<file path="config.mk">
export PLATFORM = sky130hd
export DESIGN_NAME = mmmu_arb_rr
export DESIGN_NICKNAME = d
export VERILOG_FILES = /design/src/rtl/mmmu_arb_rr_pkg.sv /design/src/rtl/mmmu_arb_rr_tag_fifo.sv /design/src/rtl/mmmu_arb_rr.sv
export SDC_FILE = /design/constraint.sdc
export NUM_CORES = 1
export LEC_CHECK = 0
export ABC_AREA = 1
export BUFFER_PORTS_ARGS = -buffer_cell sky130_fd_sc_hd__buf_2
export CAP_MARGIN = 10
export CELL_PAD_IN_SITES_DETAIL_PLACEMENT = 1
export CELL_PAD_IN_SITES_GLOBAL_PLACEMENT = 1
export CORE_MARGIN = 3
export CORE_UTILIZATION = 24
export CTS_BUF_LIST = sky130_fd_sc_hd__clkbuf_4 sky130_fd_sc_hd__clkbuf_8
export CTS_CLUSTER_DIAMETER = 80
export DETAILED_ROUTE_END_ITERATION = 12
export GPL_TIMING_DRIVEN = 0
export PLACE_DENSITY = 0.82
export SYNTH_ARGS = -nofsm -noshare
export SYNTH_HDL_FRONTEND = slang
export SYNTH_SLANG_ARGS = --single-unit
</file>
<file path="constraint.sdc">
create_clock -name clk -period 2.6 [get_ports clk]
set_input_delay 0.39 -clock clk [delete_from_list [all_inputs] [get_ports clk]]
set_output_delay 0.39 -clock clk [all_outputs]
set_load 0.05 [all_outputs]
</file>
<file path="src/rtl/mmmu_arb_rr_pkg.sv">
// Shared dbus types for the MMMU on-chip arbiter.
// Frame layout, FSM states and frame builder.
package mmmu_arb_rr_pkg;

  localparam int PKT_W = 32;

  typedef enum logic [2:0] {
    DBUS_NONE         = 3'd0,
    CACHELINE_RD_REQ  = 3'd1,
    CACHELINE_WB      = 3'd2,
    CACHELINE_RD_RESP = 3'd3
  } dbus_meta_t;

  // Tag occupies formerly reserved bits above the meta field.
  typedef struct packed {
    logic [24:0] rsvd;
    logic [2:0]  on_chip_tag;
    dbus_meta_t  on_chip_meta;
    logic        on_chip_req;
  } dbus_pkt_cyc0_t;

  typedef enum logic [1:0] {
    ARB_IDLE,
    ARB_HANDSHAKE,
    ARB_OWN
  } arb_state_e;

  function automatic logic [PKT_W-1:0] mk_cyc0(
    input logic       rd,
    input logic [2:0] tag
  );
    dbus_pkt_cyc0_t p;
    p = '0;
    p.on_chip_req  = 1'b1;
    p.on_chip_meta = rd ? CACHELINE_RD_REQ : CACHELINE_WB;
    p.on_chip_tag  = tag;
    return p;
  endfunction

endpackage

</file>
<file path="src/rtl/mmmu_arb_rr_tag_fifo.sv">
// In-order FIFO of requester tags for reads awaiting response.
// Head is valid only while not empty.
module mmmu_arb_tag_fifo #(
  parameter int DEPTH = 4,
  parameter int W     = 2,
  localparam int CW   = $clog2(DEPTH + 1)
) (
  input  logic          clk,
  input  logic          rst,
  input  logic          push,
  input  logic          pop,
  input  logic [W-1:0]  din,
  output logic [W-1:0]  head,
  output logic          full,
  output logic          empty,
  output logic [CW-1:0] count
);

  localparam int AW = (DEPTH > 1) ? $clog2(DEPTH) : 1;

  logic [W-1:0]  mem [DEPTH];
  logic [AW-1:0] wr_ptr;
  logic [AW-1:0] rd_ptr;
  logic          push_eff;
  logic          pop_eff;

  assign full     = (count == CW'(DEPTH));
  assign empty    = (count == '0);
  assign pop_eff  = pop & ~empty;
  assign push_eff = push & (~full | pop_eff);
  assign head     = mem[rd_ptr];

  function automatic logic [AW-1:0] nxt_ptr(
    input logic [AW-1:0] p
  );
    return (p == AW'(DEPTH - 1)) ? '0 : p + 1'b1;
  endfunction

  always_ff @(posedge clk) begin
    if (rst) begin
      wr_ptr <= '0;
      rd_ptr <= '0;
      count  <= '0;
    end else begin
      if (push_eff) wr_ptr <= nxt_ptr(wr_ptr);
      if (pop_eff)  rd_ptr <= nxt_ptr(rd_ptr);
      unique case ({push_eff, pop_eff})
        2'b10:   count <= count + 1'b1;
        2'b01:   count <= count - 1'b1;
        default: count <= count;
      endcase
    end
  end

  always_ff @(posedge clk) begin
    if (push_eff) mem[wr_ptr] <= din;
  end

endmodule

</file>
<file path="src/rtl/mmmu_arb_rr.sv">
// Round-robin MMMU dbus arbiter for NUM_REQ requesters with
// tagged, in-order steering of cacheline read responses.
module mmmu_arb_rr
  import mmmu_arb_rr_pkg::*;
#(
  parameter int NUM_REQ            = 4,
  parameter int BRIDGE_WIDTH       = 32,
  parameter int MAX_RD_OUTSTANDING = 4,
  parameter bit ASSERT_EN          = 1'b1,
  localparam int TAG_W             = $clog2(NUM_REQ),
  localparam int CW                = $clog2(MAX_RD_OUTSTANDING + 1)
) (
  input  logic                            clk,
  input  logic                            rst,
  input  logic [NUM_REQ-1:0]              req_vld,
  input  logic [NUM_REQ-1:0]              req_read,
  input  logic [NUM_REQ*BRIDGE_WIDTH-1:0] req_wdata,
  output logic [NUM_REQ-1:0]              req_ack,
  output logic [BRIDGE_WIDTH-1:0]         rd_data,
  output logic [NUM_REQ-1:0]              rd_data_vld,
  input  logic [BRIDGE_WIDTH-1:0]         recv_data,
  input  logic                            recv_data_vld,
  input  logic                            bridge_ack,
  input  logic                            bridge_fin,
  input  dbus_meta_t                      bridge_type,
  output logic                            arb_vld,
  output logic [BRIDGE_WIDTH-1:0]         arb_pkt,
  output logic [CW-1:0]                   rd_outstanding
);

  arb_state_e         state;
  arb_state_e         nxt;
  logic [NUM_REQ-1:0] elig;
  logic [TAG_W:0]     pick;
  logic [TAG_W-1:0]   rr_ptr;
  logic [TAG_W-1:0]   win_id;
  logic               win_read;
  logic [NUM_REQ-1:0] win_oh;
  logic               ack_fire;
  logic               push;
  logic               pop;
  logic               own_fin;
  logic               rsp_beat;
  logic               rsp_type;
  logic [TAG_W-1:0]   head;
  logic               full;
  logic               empty;

  // {found, index} of first eligible requester at or after ptr.
  function automatic logic [TAG_W:0] rr_pick(
    input logic [NUM_REQ-1:0] el,
    input logic [TAG_W-1:0]   ptr
  );
    logic [TAG_W:0] r;
    int             idx;
    r = '0;
    for (int i = NUM_REQ - 1; i >= 0; i--) begin
      idx = (int'(ptr) + i) % NUM_REQ;
      if (el[idx]) r = {1'b1, TAG_W'(idx)};
    end
    return r;
  endfunction

  assign elig     = req_vld & ~(req_read & {NUM_REQ{full}});
  assign pick     = rr_pick(elig, rr_ptr);
  assign rsp_type = (bridge_type == CACHELINE_RD_RESP);
  assign ack_fire = (state == ARB_HANDSHAKE) & bridge_ack & ~rst;
  assign push     = ack_fire & win_read;
  assign pop      = bridge_fin & rsp_type & ~rst;
  assign own_fin  = (state == ARB_OWN) & bridge_fin & ~rsp_type;
  assign rsp_beat = rsp_type & recv_data_vld & ~empty & ~rst;

  always_ff @(posedge clk) begin
    if (rst) state <= ARB_IDLE;
    else     state <= nxt;
  end

  always_comb begin
    nxt = state;
    unique case (state)
      ARB_IDLE:      if (pick[TAG_W]) nxt = ARB_HANDSHAKE;
      ARB_HANDSHAKE: if (bridge_ack)  nxt = ARB_OWN;
      ARB_OWN:       if (own_fin)     nxt = ARB_IDLE;
      default:       nxt = ARB_IDLE;
    endcase
  end

  always_ff @(posedge clk) begin
    if (rst) begin
      rr_ptr   <= '0;
      win_id   <= '0;
      win_read <= 1'b0;
      win_oh   <= '0;
    end else begin
      if (state == ARB_IDLE && pick[TAG_W]) begin
        win_id   <= pick[TAG_W-1:0];
        win_read <= req_read[pick[TAG_W-1:0]];
        win_oh   <= NUM_REQ'(1) << pick[TAG_W-1:0];
      end
      if (ack_fire) begin
        rr_ptr <= (win_id == TAG_W'(NUM_REQ - 1)) ? '0 : win_id + 1'b1;
      end
    end
  end

  always_comb begin
    arb_vld = 1'b0;
    arb_pkt = '0;
    req_ack = '0;
    unique case (state)
      ARB_HANDSHAKE: begin
        arb_vld = 1'b1;
        arb_pkt = BRIDGE_WIDTH'(mk_cyc0(win_read, 3'(win_id)));
        if (ack_fire) req_ack = win_oh;
      end
      ARB_OWN: begin
        arb_vld = 1'b1;
        arb_pkt = req_wdata[win_id*BRIDGE_WIDTH +: BRIDGE_WIDTH];
      end
      default: ;
    endcase
    rd_data     = rsp_beat ? recv_data : '0;
    rd_data_vld = rsp_beat ? (NUM_REQ'(1) << head) : '0;
  end

  mmmu_arb_tag_fifo #(
    .DEPTH (MAX_RD_OUTSTANDING),
    .W     (TAG_W)
  ) u_tag_fifo (
    .clk   (clk),
    .rst   (rst),
    .push  (push),
    .pop   (pop),
    .din   (win_id),
    .head  (head),
    .full  (full),
    .empty (empty),
    .count (rd_outstanding)
  );

  always_ff @(posedge clk) begin
    if (ASSERT_EN && !rst) begin
      assert (!(bridge_ack && state != ARB_HANDSHAKE));
      assert (!(rsp_type && recv_data_vld && empty));
      assert (!(bridge_fin && state != ARB_OWN && !rsp_type));
    end
  end

endmodule

</file>
==> flow_summary.yaml, run 1 <==
status:
  status: "completed"
sta:
  period_share: 0.931
  finalHoldViolCount: 0
  worst_pin_slew_ps: 493
  fin_hold_ws_ps: 399
  slew_viol_final: 0
  relSlewSlack: 0.671
  setup_viol: 0
  rsz0062_at_grt: "true"
  skew_ps: 4.80
  max_freq_mhz: 413
  min_period_ps: 2420
power_and_ir_drop:
  sw_frac_of_total: 0.551
  pwr-share-comb: 0.700
  clockPowerShare: 0.112
  power.internal_w: 0.00140
  switchingPower_w: 0.00172
  vdd_drop_max_mv: 0.349
  power_density_nw_per_um2: 679
  p_leak_nw: 2.55
  seq_power_share: 0.188
yosys:
  synthTopCellsByArea: "nor2_1 22%, dfxtp_1 13%, o21ai_0 13%"
  ys_seq_area_frac: 0.214
  syn_area_um2: 2990
  synth-seq-cells: 28
  yosysTopAreaCellShare: 0.223
  synth_nets: 723
  synth_area_leader_cell: "nor2_1"
  yosys_warnings: 0
  synth_cells: 535
  synth.avg_cell_area_um2: 5.59
  synthDistinctLibCells: 35
drt:
  via_per_inst: 4.62
  num_vias: 4441
  routed_wl_um: 14000
  dr.pass1.iters: 4
  ant_nets: 0
  post-route-drc-count: 0
  wl_per_cell_um: 14.6
  drt_iter0_markers: 129
grt:
  grt_use_total: 0.191
  overflow: 0
  grt_max_degree: 17
  grt_pass1_wl_um: 22100
  grt_pass1_vias: 4534
  antenna_found_initial: 5
worst_setup_path:
  cp-end-kind: "output port"
  r2r_start: "u_tag_fifo.count[1]"
  worstRegToRegCells: 16
  start_kind: "flop"
  r2r_slack_ps: 230
  crit_arrival_ps: 2030
  worst-path-max-fanout: 10
  crit_type: "reg -> out"
  reg2reg_to: "u_tag_fifo.count[2]"
  crit_required_ps: 2210
clocking:
  htree_levels: 1
  cts_sinks: 28
  clockBufferDepth: 2
  root_buffer: "clkbuf_8"
  worst_skew_pair.late_latency_ps: 280
  path_clk_slew_ps: 100
  cts.hold.buffers_added: 0
  cts_tree: "done"
  cts_inserted_buffers: 3
worst_hold_path:
  hp-class: "in -> reg"
  worstHoldStart: "rst"
  min_to: "win_oh[3]"
  hold_depth: 2
layout:
  mostFrequentLayoutCell: "buf_2"
  final_layout_size_suffix_gt1_frac: 0.376
  fin_util: 0.380
  syn_to_final_growth_pct: 54.0
  final_cell_mix: "242 x buf_2, 178 x nor2_1, 76 x o21ai_0"
  nets: 977
floorplan:
  initial_core_util: 0.247
  design.core.area_um2: 12100
  pin_count: 252
  dieArea_um2: 13800
  die_h_um: 118
  row_count: 40
  fp.dieW_um: 118
place:
  place.gp.congestion: 0.909
  port_buffers: 250
  dp_hpwl_um: 12100
flow_run:
  maxCapViolCount: 0
## critical path, stage by stage, from the launching register on
cell	delay (ps)
dfxtp_1	470
clkbuf_2	220
buf_1	410
nand2_1	110
a21oi_1	230
buf_2	300
## power groups by stage
| stage | Combinational (W) | Sequential, W | Clock [W] |
|---|---|---|---|
| floorplan | 0.00154 | 0.000575 | 0 |
| global placement | 0.00211 | 0.000590 | 0 |
| detailed placement | 0.00214 | 0.000592 | 0 |
| CTS | 0.00218 | 0.000583 | 0.000358 |
| global route | 0.00242 | 0.000599 | 0.000372 |
| finish | 0.00219 | 0.000587 | 0.000350 |
## per-layer routing
metal | GRT usage | wire [um] | vias up | part of all wire
li1 | - | - | 2228 | -
met3 | 0.0591 | 1190 | 19 | 0.085
met5 | 0 | 0 | - | 0
met2 | 0.360 | 7240 | 189 | 0.52
met1 | 0.202 | 5300 | 2005 | 0.38
met4 | 0.0571 | 275 | 0 | 0.020
## through the flow
stage / cells / power, W / TNS, ps / cell area [um^2] / setup WS [ps]
finish: 961 / 0.00313 / 0 / 4600 / 180
global route: 961 / 0.00339 / -81.3 / 4600 / -53.9
CTS: 957 / 0.00312 / 0 / 4540 / 8.75
detailed placement: 953 / 0.00274 / -162 / 4450 / -141
global placement: 953 / 0.00270 / -101 / 4450 / -86.7
floorplan: 535 / 0.00211 / -2460 / 2990 / -123
## registers in the layout (all words and copies together) (netlist names), named ones only
signal	count
u_tag_fifo.wr_ptr	2
win_oh	4
win_id	2
win_read	1
u_tag_fifo.mem	8
u_tag_fifo.rd_ptr	2
rr_ptr	2
u_tag_fifo.count	3
state	2
## what timing repair did
item | in CTS | in global routing
resized for setup | 9 | 37
setup endpoints to repair | 30 | 38
pin swaps | 0 | 1
setup buffers | 0 | 1
cloned | 0 | 0
## area by class of cell
class	instances	area, um^2
fill	1769	7510
antenna	5	12.5
buffer	28	140
clock buffer	3	41.3
multi-input combinational	403	1960
tap	168	210
clock inverter	1	30.0
inverter	74	278
timing repair buffer	251	1290
sequential	28	643
## cells in the mapped netlist
| cell type | count |
|---|---|
| nor2_1 | 178 |
| o21ai_0 | 79 |
| inv_1 | 69 |
| a21oi_1 | 41 |
| nand2_1 | 34 |
| nand3_1 | 28 |
| clkbuf_1 | 25 |
| dfxtp_1 | 20 |
| ha_1 | 11 |
| edfxtp_1 | 8 |
| o22ai_1 | 6 |
| inv_2 | 4 |
| nand2_2 | 3 |
| a21oi_2 | 2 |
| a22oi_1 | 2 |
| buf_1 | 2 |
| buf_2 | 2 |
| nand4_1 | 2 |
| nor2_4 | 2 |
| nor3_2 | 2 |
| a32oi_1 | 1 |
| and2_4 | 1 |
| buf_6 | 1 |
| clkinv_1 | 1 |
| fa_1 | 1 |
| nand3_4 | 1 |
| nor2_2 | 1 |
| nor4_1 | 1 |
| o211a_1 | 1 |
| o211ai_1 | 1 |
| o21a_1 | 1 |
| o21ai_4 | 1 |
| o31ai_1 | 1 |
| or2_2 | 1 |
| xor2_1 | 1 |
## worst max path at each step
stage,start,endpoint,slack [ps],cells after the start
2_1_floorplan,state[0],arb_pkt[11],-120,5
3_3_place_gp,rst,u_tag_fifo.count[2],-90,16
3_5_place_dp,rst,u_tag_fifo.count[2],-140,16
4_1_cts,u_tag_fifo.count[0],u_tag_fifo.count[2],9,16
5_1_grt,u_tag_fifo.count[1],u_tag_fifo.count[2],-50,16
6_report,win_id[1],arb_pkt[5],180,5
## logic make-up (layout without fill, tap and decap cells)
family                   Yosys count  in the layout  share of synthesized area
AO/OA/AOI/OAI                    136            136                      0.244
XOR/XNOR                           1              1                    0.00293
adder cells (fa/ha/maj)           12             12                     0.0527
buffers and inverters            104            357                      0.134
flip-flops                        28             28                      0.214
other                              0              5                          0
AND/OR/NAND/NOR                  254            254                      0.353
(Power assumes the default switching activity.)
==> run 2, diff against run 1 <==
--- a/config.mk
+++ b/config.mk
@@ -20,3 +20,4 @@
 export SYNTH_ARGS = -nofsm -noshare
 export SYNTH_HDL_FRONTEND = slang
 export SYNTH_SLANG_ARGS = --single-unit
+export TNS_END_PERCENT = 100
==> constraint.sdc (replaced) <==
create_clock -name clk -period 2.3 [get_ports clk]
set_input_delay 0.345 -clock clk [delete_from_list [all_inputs] [get_ports clk]]
set_output_delay 0.345 -clock clk [all_outputs]
set_load 0.05 [all_outputs]
==> flow_summary.yaml, run 2 (synthesis results as in run 1) <==
status:
  status: "completed"
sta:
  period_share: 0.977
  relSlewSlack: 0.688
  max_freq_mhz: 445
  setup_viol: 0
  rsz0062_at_grt: "true"
  min_period_ps: 2250
  layout_setup_ws_ps: 52.5
  slew_viol_final: 0
  skew_ps: 4.77
  worst_pin_slew_ps: 469
  finalHoldViolCount: 0
worst_setup_path:
  cp_top_family: "simple AND/OR/NAND/NOR gates"
  crit_chain: "inv_2, nand2_2, nand2_2, inv_2, nand3_1, or2_2, nor2_1, clkbuf_4"
  worst-path-max-fanout: 6
  crit_arrival_ps: 1900
  critPathBufInv: 3
  start_kind: "flop"
  crit_required_ps: 1960
  r2r_slack_ps: 110
  worstRegToRegCells: 16
  crit_path_top_delay_cell: "dfxtp_2"
  cp.depth: 8
  crit_type: "reg -> out"
  slowest_delay_ps: 390
  cp-end-kind: "output port"
power_and_ir_drop:
  pwr-share-comb: 0.731
  p_leak_nw: 2.64
  switchingPower_w: 0.00217
  power.internal_w: 0.00179
  vdd_drop_max_mv: 0.403
  seq_power_share: 0.171
  sw_frac_of_total: 0.548
  power_density_nw_per_um2: 777
  clockPowerShare: 0.099
grt:
  grt_pass1_vias: 4451
  grt_use_met2: 0.388
  overflow: 0
  grt-busiest-layer: "met2"
  use_met1: 0.203
  grt_max_degree: 17
  grt_pass1_wl_um: 22300
  grt_use_total: 0.195
  grt_use_met3: 0.0644
  antenna_found_initial: 1
clocking:
  htree_levels: 1
  cts.hold.buffers_added: 0
  worst_skew_pair.late_latency_ps: 280
  cts_inserted_buffers: 3
  cts_tree: "done"
  root_buffer: "clkbuf_8"
  clockBufferDepth: 2
  path_clk_slew_ps: 100
  cts_sinks: 28
drt:
  dr.pass1.iters: 4
  ant_nets: 0
  wl_per_cell_um: 15.0
  post-route-drc-count: 0
  drt_iter0_markers: 108
  via_per_inst: 4.57
  num_vias: 4414
  routed_wl_um: 14500
worst_hold_path:
  hp-class: "in -> reg"
  hold_depth: 2
layout:
  final_cell_mix: "224 x buf_2, 178 x nor2_1, 73 x o21ai_0"
  final_area_um2: 5100
  final_cells: 965
  reg_top3: "u_tag_fifo.mem: 8 flops, win_oh: 4 flops, u_tag_fifo.count: 3 flops"
  nets: 985
  mostFrequentLayoutCell: "buf_2"
  largest_reg_flops: 8
  top_register: "u_tag_fifo.mem"
  syn_to_final_growth_pct: 70.6
  final_layout_size_suffix_gt1_frac: 0.443
place:
  dp_cells: 953
  port_buffers: 250
  place.gp.congestion: 0.802
  placed_area_um2: 4710
  pre_cts_ws_ps: -383
  dp_hpwl_um: 12200
floorplan:
  pin_count: 252
  design.core.area_um2: 12100
  fp.dieW_um: 118
  dieArea_um2: 13800
  die_h_um: 118
  row_count: 40
  initial_core_util: 0.247
flow_run:
  maxCapViolCount: 0
==> run 2: changes by cell type in the layout (fill, tap and decap cells not counted), moves of 4 or more <==
cell / delta
buf_4: +33
a21oi_1: -27
a21oi_4: +19
buf_2: -18
a21oi_2: +8
inv_1: -5
dfxtp_1: -4
diode_2: -4
==> run 2: power by group through the flow <==
stage	clock network [W]	registers (W)	logic (W)
finish	0.000391	0.000677	0.00289
global route	0.000427	0.000691	0.00317
CTS	0.000399	0.000674	0.00281
detailed placement	0	0.000669	0.00266
global placement	0	0.000666	0.00264
floorplan	0	0.000650	0.00197
==> run 2: final cells by class <==
cell class / instances / area (um^2)
sequential: 28 / 656
tap: 168 / 210
antenna: 1 / 2.50
multi-input combinational: 403 / 2290
clock inverter: 1 / 30.0
fill: 1717 / 7010
inverter: 74 / 287
timing repair buffer: 260 / 1400
clock buffer: 3 / 41.3
buffer: 27 / 186
==> run 2: path summary, 6_finish.rpt <==
check | start | to
max | u_tag_fifo.count[2] | rd_data_vld[0]
min | rst | win_oh[3]
max reg2reg | u_tag_fifo.count[0] | u_tag_fifo.count[2]
min reg2reg | win_oh[3] | win_oh[3]
==> run 2: worst reg2reg max path: stages, from the launching register on <==
cell and delay, ps:
dfxtp_4 380, nor2_4 110, nand2_2 70, nand2_2 60
inv_2 60, nand3_4 80, inv_6 50, nor4_4 190
nor3_4 80, inv_2 80, ha_4 130, inv_4 40
fa_2 370, a21oi_2 140, o21ai_2 70, o21ai_1 130
a21oi_1 50
==> run 2: repair_timing <==
action | 4_1_cts | 5_1_grt
resized for setup | 62 | 46
buffers inserted | 4 | 6
setup endpoints to repair | 37 | 64
pin swaps | 2 | 9
==> run 2: stage by stage <==
stage               utilization  power, W  setup TNS, ps  hold slack, ps
floorplan                     -   0.00262          -1360             444
global placement          0.389   0.00330          -5990             457
detailed placement        0.389   0.00333          -6920             470
CTS                       0.410   0.00389          -40.5             340
global route              0.421   0.00429           -164             349
finish                    0.421   0.00396              0             339
==> run 2: metal layers <==
layer	part of all wire	wire length, um
met5	0	0
met4	0.0050	72
met3	0.088	1280
met2	0.54	7750
met1	0.37	5360
==> run 3, diff against run 2 <==
--- a/config.mk
+++ b/config.mk
@@ -17,7 +17,8 @@
 export DETAILED_ROUTE_END_ITERATION = 12
 export GPL_TIMING_DRIVEN = 0
 export PLACE_DENSITY = 0.82
+export RECOVER_POWER = 100
 export SYNTH_ARGS = -nofsm -noshare
 export SYNTH_HDL_FRONTEND = slang
 export SYNTH_SLANG_ARGS = --single-unit
-export TNS_END_PERCENT = 100
+export TNS_END_PERCENT = 5
==> flow_summary.yaml, run 3 (synthesis results as in run 1) <==
grt:
  grt_pass1_wl_um: 22000
  grt_max_degree: 16
  grt_use_total: 0.191
  overflow: 0
  antenna_found_initial: 3
  grt_pass1_vias: 4622
floorplan:
  dieArea_um2: 13800
  design.core.area_um2: 12100
  die_h_um: 118
  initial_core_util: 0.247
  pin_count: 252
  fp.dieW_um: 118
  row_count: 40
clocking:
  clockBufferDepth: 2
  root_buffer: "clkbuf_8"
  cts_inserted_buffers: 3
  htree_levels: 1
  cts_tree: "done"
  path_clk_slew_ps: 90
  cts_sinks: 28
  cts.hold.buffers_added: 0
  worst_skew_pair.late_latency_ps: 270
worst_setup_path:
  reg2reg_to: "u_tag_fifo.count[2]"
  critPathBufInv: 4
  worstRegToRegCells: 16
  crit_required_ps: 2460
  worst-path-max-fanout: 5
  slowest_delay_ps: 370
  cp-end-kind: "flop"
  r2r_slack_ps: -80
  start_kind: "flop"
  crit_type: "reg -> reg"
  cp_top_family: "simple AND/OR/NAND/NOR gates"
  crit_arrival_ps: 2540
  crit_path_top_delay_cell: "dfxtp_4"
  r2r_start: "u_tag_fifo.count[1]"
  crit_chain: "nor2_4, nand2_2, nand2_2, inv_2, nand3_4, inv_6, nor4_4, nor3_4, inv_2, ha_4, inv_4, fa_2, a21oi_2, o21ai_2, o21ai_1, a21oi_1"
flow_run:
  maxCapViolCount: 0
sta:
  min_period_ps: 2380
  layout_setup_ws_ps: -75.8
  max_freq_mhz: 421
  setup_viol: 1
  finalHoldViolCount: 0
  worst_pin_slew_ps: 491
  period_share: 1.03
  rsz0062_at_grt: "true"
  slew_viol_final: 0
  fin_hold_ws_ps: 372
  relSlewSlack: 0.673
  tns_ps: -75.8
  skew_ps: 2.62
place:
  port_buffers: 250
  pre_cts_ws_ps: -468
  dp_hpwl_um: 12300
  place.gp.congestion: 0.873
layout:
  top_register: "u_tag_fifo.mem"
  fin_util: 0.404
  final_layout_size_suffix_gt1_frac: 0.432
  syn_to_final_growth_pct: 63.8
  reg_top3: "u_tag_fifo.mem: 8 flops, win_oh: 4 flops, u_tag_fifo.count: 3 flops"
  seq_area_um2: 654
  largest_reg_flops: 8
  multi_input_area_um2: 2130
  mostFrequentLayoutCell: "buf_2"
  final_cell_mix: "219 x buf_2, 178 x nor2_1, 76 x o21ai_0"
  nets: 983
  fill_cells: 1730
drt:
  drt_iter0_markers: 77
  routed_wl_um: 14300
  wl_per_cell_um: 14.8
  via_per_inst: 4.59
  ant_nets: 0
  num_vias: 4432
  dr.pass1.iters: 4
  post-route-drc-count: 0
power_and_ir_drop:
  pwr-share-comb: 0.735
  clockPowerShare: 0.079
  switchingPower_w: 0.00202
  p_leak_nw: 2.58
  seq_power_share: 0.186
  sw_frac_of_total: 0.558
  power.internal_w: 0.00160
  power_density_nw_per_um2: 738
  vdd_drop_max_mv: 0.384
worst_hold_path:
  worstHoldStart: "rst"
  min_to: "win_oh[3]"
  hp-class: "in -> reg"
  hold_depth: 2
status:
  failed_checks: "setup timing"
  status: "finished, violations left"
-- run 3: worst max-delay path by stage --
stage / start / endpoint / slack, ps / depth (start not counted)
after floorplan: u_tag_fifo.count[2] / u_tag_fifo.count[1] / -210 / 15
after global routing: u_tag_fifo.count[1] / u_tag_fifo.count[2] / -210 / 16
after detailed placement: rst / u_tag_fifo.count[2] / -470 / 16
after global placement: rst / u_tag_fifo.count[2] / -370 / 16
final: u_tag_fifo.count[1] / u_tag_fifo.count[2] / -80 / 16
after CTS: u_tag_fifo.count[0] / u_tag_fifo.count[2] / -60 / 16
-- run 3: worst register-to-register path, cell delays in order, from the launching register on --
cell and delay, ps:
dfxtp_4 370, nor2_4 120, nand2_2 60, nand2_2 60, inv_2 60, nand3_4 80, inv_6 60, nor4_4 320
nor3_4 80, inv_2 80, ha_4 130, inv_4 30, fa_2 370, a21oi_2 160, o21ai_2 80, o21ai_1 140
a21oi_1 60
-- run 3: layer usage --
layer  routed length, um  track usage  up-vias
met1                5080        0.188     2010
met4                 184       0.0396        0
met2                7760        0.386      182
li1                    -            -     2232
met3                1260       0.0581        8
met5                   0            0        -
-- run 3: what timing repair did --
action                                  in CTS  in global routing
resized for setup                           53                 54
setup buffers                                1                  6
pin swaps                                    0                  7
hold endpoints to repair                     0                  0
endpoints found under the setup margin      37                 65
-- run 3: power by group through the flow --
stage	clock, W	sequential [W]	combinational (W)
floorplan	0	0.000650	0.00183
global placement	0	0.000664	0.00248
detailed placement	0	0.000671	0.00252
CTS	0.000290	0.000670	0.00260
global route	0.000330	0.000690	0.00293
finish	0.000286	0.000674	0.00266
-- run 3: per-stage QoR --
step	std cells	area, um^2	total power, W
after floorplan	535	3080	0.00248
after global placement	953	4540	0.00315
after detailed placement	953	4540	0.00319
after CTS	956	4710	0.00356
after global routing	965	4900	0.00395
final	965	4900	0.00362
-- run 3: cell type report --
type,count,share of cell area
diodes,3,0.00153
multi-input cells,403,0.435
repair buffers,257,0.284
flip-flops and latches,28,0.134
clock buffers,4,0.00996
inverters,74,0.0590
well taps,168,0.0429
plain buffers,28,0.0337
